File: config.mk
export PLATFORM = sky130hd
export DESIGN_NAME = bids22_result_log
export DESIGN_NICKNAME = d
export VERILOG_FILES = /design/src/rtl/bids22_result_log.sv
export SDC_FILE = /design/constraint.sdc
export NUM_CORES = 1
export LEC_CHECK = 0
export ABC_AREA = 1
export BUFFER_PORTS_ARGS = -buffer_cell sky130_fd_sc_hd__buf_2
export CORE_ASPECT_RATIO = 0.5
export CORE_UTILIZATION = 55
export DETAILED_ROUTE_END_ITERATION = 10
export HOLD_SLACK_MARGIN = 0.02
export PLACE_DENSITY = 0.74
export SLEW_MARGIN = 20
export SYNTH_ARGS = -nofsm -noshare
export SYNTH_HDL_FRONTEND = slang
export SYNTH_SLANG_ARGS = --single-unit
File: constraint.sdc
create_clock -name clk -period 12.5 [get_ports clk]
set_clock_uncertainty 0.15 [all_clocks]
set_input_delay 0.625 -clock clk [delete_from_list [all_inputs] [get_ports clk]]
set_output_delay 0.625 -clock clk [all_outputs]
set_load 0.01 [all_outputs]
File: src/rtl/bids22_result_log.sv
// bids22_result_log: classifies auction round results, queues one record per round
// in a first-word-fall-through FIFO and keeps saturating win/revenue statistics.
module bids22_result_log #(
   parameter int DEPTH = 8,
   parameter int AMT_W = 32,
   parameter int CNT_W = 16
) (
   input  logic                     clk,
   input  logic                     reset_n,
   input  logic                     roundOver,
   input  logic                     X_win,
   input  logic                     Y_win,
   input  logic                     Z_win,
   input  logic [1:0]               err,
   input  logic [AMT_W-1:0]         maxBid,
   input  logic                     clear,
   output logic                     out_valid,
   input  logic                     out_ready,
   output logic [1:0]               out_winner,
   output logic [AMT_W-1:0]         out_amount,
   output logic [CNT_W-1:0]         out_seq,
   output logic [CNT_W-1:0]         X_wins,
   output logic [CNT_W-1:0]         Y_wins,
   output logic [CNT_W-1:0]         Z_wins,
   output logic [AMT_W-1:0]         total_revenue,
   output logic [$clog2(DEPTH):0]   fill,
   output logic                     overflow
);
   localparam int AW = $clog2(DEPTH);
   localparam int RW = 2 + AMT_W + CNT_W;

   logic [RW-1:0]    mem [DEPTH];
   logic [AW-1:0]    wr_ptr, rd_ptr;
   logic [CNT_W-1:0] seq;
   logic             ro_q, event_s, one_hot, valid_ev, full, pop, push;
   logic [1:0]       winner;
   logic [AMT_W-1:0] amount;
   logic [AMT_W:0]   rev_sum;

   // x^y^z is true for one or three bits set; exclude the all-set case
   assign one_hot  = (X_win ^ Y_win ^ Z_win) & ~(X_win & Y_win & Z_win);
   assign event_s  = roundOver & ~ro_q;
   assign valid_ev = event_s & (err == 2'b00) & one_hot;
   assign winner   = !valid_ev ? 2'd0 : X_win ? 2'd1 : Y_win ? 2'd2 : 2'd3;
   assign amount   = valid_ev ? maxBid : '0;
   assign rev_sum  = {1'b0, total_revenue} + {1'b0, maxBid};
   assign full     = fill == (AW+1)'(DEPTH);
   assign out_valid = fill != '0;
   assign pop      = out_valid & out_ready;
   assign push     = event_s & (~full | pop);
   assign {out_winner, out_amount, out_seq} = out_valid ? mem[rd_ptr] : '0;

   always_ff @(posedge clk)
      if (push && !clear) mem[wr_ptr] <= {winner, amount, seq};

   always_ff @(posedge clk or negedge reset_n)
      if (!reset_n) begin
         ro_q          <= 1'b0;
         wr_ptr        <= '0;
         rd_ptr        <= '0;
         fill          <= '0;
         seq           <= '0;
         X_wins        <= '0;
         Y_wins        <= '0;
         Z_wins        <= '0;
         total_revenue <= '0;
         overflow      <= 1'b0;
      end else begin
         ro_q <= roundOver;
         if (clear) begin
            wr_ptr        <= '0;
            rd_ptr        <= '0;
            fill          <= '0;
            seq           <= '0;
            X_wins        <= '0;
            Y_wins        <= '0;
            Z_wins        <= '0;
            total_revenue <= '0;
            overflow      <= 1'b0;
         end else begin
            if (push) wr_ptr <= wr_ptr + AW'(1);
            if (pop) rd_ptr <= rd_ptr + AW'(1);
            fill <= fill + (AW+1)'(push) - (AW+1)'(pop);
            if (event_s) seq <= seq + CNT_W'(1);
            if (event_s && full && !pop) overflow <= 1'b1;
            if (winner == 2'd1 && !(&X_wins)) X_wins <= X_wins + CNT_W'(1);
            if (winner == 2'd2 && !(&Y_wins)) Y_wins <= Y_wins + CNT_W'(1);
            if (winner == 2'd3 && !(&Z_wins)) Z_wins <= Z_wins + CNT_W'(1);
            if (valid_ev) total_revenue <= rev_sum[AMT_W] ? '1 : rev_sum[AMT_W-1:0];
         end
      end
endmodule

==> flow_metrics.env <==
export IMPL_cp_arrival_ns=3.89
export IMPL_status="finished, final reports clean"
export IMPL_grt_pass1_vias=17089
export IMPL_leakage_nw=11.43
export IMPL_drc_errors=0
export IMPL_p_per_area_nw_per_um2=157.3
export IMPL_port_buffers=177
export IMPL_reg2reg_setup_slack_ns=8.31
export IMPL_slew_violations=0
export IMPL_critical_path_class="reg -> out"
export IMPL_cts_tree="done"
export IMPL_cts_inserted_buffers=44
export IMPL_hp_class="in -> reg"
export IMPL_holdBufCountCts=2
export IMPL_die_area_sq_um=44420
export IMPL_crit_top_cell="o21ai_0"
export IMPL_die_h_um=149.5
export IMPL_first_pass_iters=5
export IMPL_wl_per_cell_um=18.36
export IMPL_worstReg2RegStart="fill[2]"
export IMPL_reg2reg_to="mem[4][40]"
export IMPL_setup_tns_ns=0
export IMPL_hold_ws_ns=0.3165
export IMPL_antenna_left=0
export IMPL_syn_to_final_growth_pct=11.83
export IMPL_async_flop_share_pct=21.26
export IMPL_yosysUniqueCellTypes=47
export IMPL_drive_gt1_share_pct=12.33
export IMPL_clock_root_buffer="clkbuf_16"
export IMPL_clkTransAtPathRegs_ns=0.07
export IMPL_synth_seq_cells=508
export IMPL_fin_crit_sh_pct=37.31
export IMPL_synth_edf_count=400
export IMPL_grt_antenna_before_repair=1
export IMPL_r2r_cells=11
export IMPL_fmax_mhz=214.4
export IMPL_drt_iter0_markers=1630
export IMPL_diodes=0
export IMPL_yosys_warnings=0
export IMPL_syn_area_per_cell_sq_um=9.761
export IMPL_period_needed_ns=4.663
export IMPL_worstPathRequired_ns=11.73
export IMPL_cp_slowest_cell="buf_4"
export IMPL_cp_endpoint="out_amount[3]"
export IMPL_setup_violations=0
export IMPL_tightest_slew_ns=1.008
export IMPL_viasPerCell=5.567
export IMPL_synth_nets=2543
export IMPL_boundaryPins=178
export IMPL_cp_max_fo=106
export IMPL_slew_headroom_pct=32.80
export IMPL_globalplace_congestion=0.9286
export IMPL_grt_overflow=0
export IMPL_irDropWorstVdd_mv=0.1369
export IMPL_grt_max_degree=107
export IMPL_die_x_um=297.1
export IMPL_cts_resized_gates=0
export IMPL_grtUsageTotal_pct=26.62
export IMPL_finalHoldViolations=0
export IMPL_htreeDepth=2
export IMPL_cap_violations=0
export IMPL_cts_sink_count=508
export IMPL_end_kind="primary output"
export IMPL_insertion_delay_ns=0.56
export IMPL_netlist_instances=2453
export IMPL_rsz0062_at_grt="no"
export IMPL_critPathLaunchType="register"
export IMPL_core_sq_um=42440
export IMPL_via_count=17843
export IMPL_num_rows=53
export IMPL_ys_flop_type="edfxtp_1"
export IMPL_grt_pass1_wl_um=92300
export IMPL_cts_buffer_depth=3
export IMPL_layout_nets=2682
export IMPL_max_stage_delay_ns=0.86
export IMPL_synth_area_sq_um=23940
export IMPL_start_util_pct=56.42
export IMPL_drt_total_wl_um=58840
export IMPL_cp_cell_sequence="inv_4 -> buf_4 -> o21ai_0 -> o22ai_1 -> o21ai_0 -> a31oi_1 -> buf_2"
export IMPL_crit_path_start="rd_ptr[0]"
export IMPL_hpwl_um=36230
export IMPL_postCtsSetupBuffers=0
export IMPL_ys_seq_area_share_pct=61.45
-- area by class of cell --
type	count	area (sq um)
clock buffer	57	1181
clock inverter	25	244.0
fill	3436	15670
inverter	236	890.9
multi-input combinational	1602	7945
sequential	508	14720
tap	577	721.9
timing repair buffer	200	1070
-- synth_stat cells, types with 7 or more instances --
library cell | instances | area (sq um)
nor3_1 | 34 | 170.2
ha_1 | 46 | 575.6
nand4_1 | 23 | 143.9
clkbuf_1 | 70 | 262.8
edfxtp_1 | 400 | 12010
nand3_1 | 90 | 450.4
nand2_1 | 434 | 1629
buf_2 | 17 | 85.08
dfrtp_1 | 108 | 2703
inv_1 | 232 | 870.8
nor2_4 | 7 | 78.83
a31oi_1 | 54 | 337.8
o21ai_0 | 279 | 1396
buf_1 | 12 | 45.04
o21ai_2 | 18 | 157.7
xor2_1 | 34 | 297.8
o22ai_1 | 50 | 312.8
nor2_1 | 434 | 1629
a21oi_1 | 38 | 190.2
-- layer usage --
metal  global-route usage, %  vias to the layer above  routed length (um)
met4                   6.959                        2                1171
met3                   3.833                       93                4213
met5                       0                        -                   9
met1                   38.00                     8522               26350
met2                   43.20                      608               27100
li1                        -                     8618                   -
-- state kept, by name, indices dropped and copies added, names as in the netlist --
register       cells
total_revenue     32
seq               16
fill               4
Y_wins            16
rd_ptr             3
overflow           1
ro_q               1
X_wins            16
mem              400
Z_wins            16
wr_ptr             3
-- worst max-delay path: cells and delay by family (launching register included) --
family,cells,cell delay [ns]
buf+inv,3,1.77
compound gates,4,0.76
flops,1,0.70
-- worst min-delay path by stage --
stage | startpoint | to | slack, ns | cells past startpoint
after floorplan | reset_n | X_wins[0] | 0.18 | 0
after global placement | total_revenue[0] | total_revenue[0] | 0.34 | 2
after detailed placement | total_revenue[15] | total_revenue[15] | 0.35 | 2
after CTS | out_ready | rd_ptr[1] | 0.29 | 3
after global routing | maxBid[0] | total_revenue[0] | 0.32 | 4
final | maxBid[0] | total_revenue[0] | 0.32 | 4
-- placed cells by master, fill, tap and decap left out, types with 9 or more instances in the layout --
cell         n
buf_2      176
a21oi_1     38
nand3_1     90
nor2_1     424
o22ai_1     50
xor2_1      34
clkinv_1     9
o21ai_0    279
buf_4       21
inv_1      229
ha_1        46
nor3_1      34
nand2_1    433
nand4_1     23
nor2_4      15
a31oi_1     54
edfxtp_1   400
clkbuf_1    11
dfrtp_1    106
clkbuf_16   45
o21ai_2     18
-- where the power goes --
group          internal, mW  total (mW)  switching [mW]
Sequential             1.83        1.87          0.0389
Combinational         0.318       0.974           0.656
Clock                 0.741        1.37           0.624
-- cells by family (layout without fill, tap and decap cells) --
group | Yosys count | in the layout | share of synthesized area [%]
buf+inv | 343 | 518 | 5.644
xor+xnor | 40 | 40 | 1.463
simple gates | 1055 | 1055 | 18.20
fa+ha+maj | 48 | 48 | 2.571
flops | 508 | 508 | 61.45
compound gates | 459 | 459 | 10.67
-- through the flow --
stage / utilization, % / power (mW) / std cells / worst slack [ns] / cell area (sq um)
finish: 63.09 / 4.211 / 3205 / 7.837 / 26770
detailed placement: 59.67 / 2.881 / 3121 / 8.339 / 25330
global route: 63.09 / 4.406 / 3205 / 7.520 / 26770
floorplan: - / 2.530 / 2453 / 8.333 / 23940
global placement: 59.67 / 2.859 / 3121 / 8.458 / 25330
CTS: 63.08 / 4.231 / 3205 / 7.824 / 26770
(Power assumes the default switching activity.)
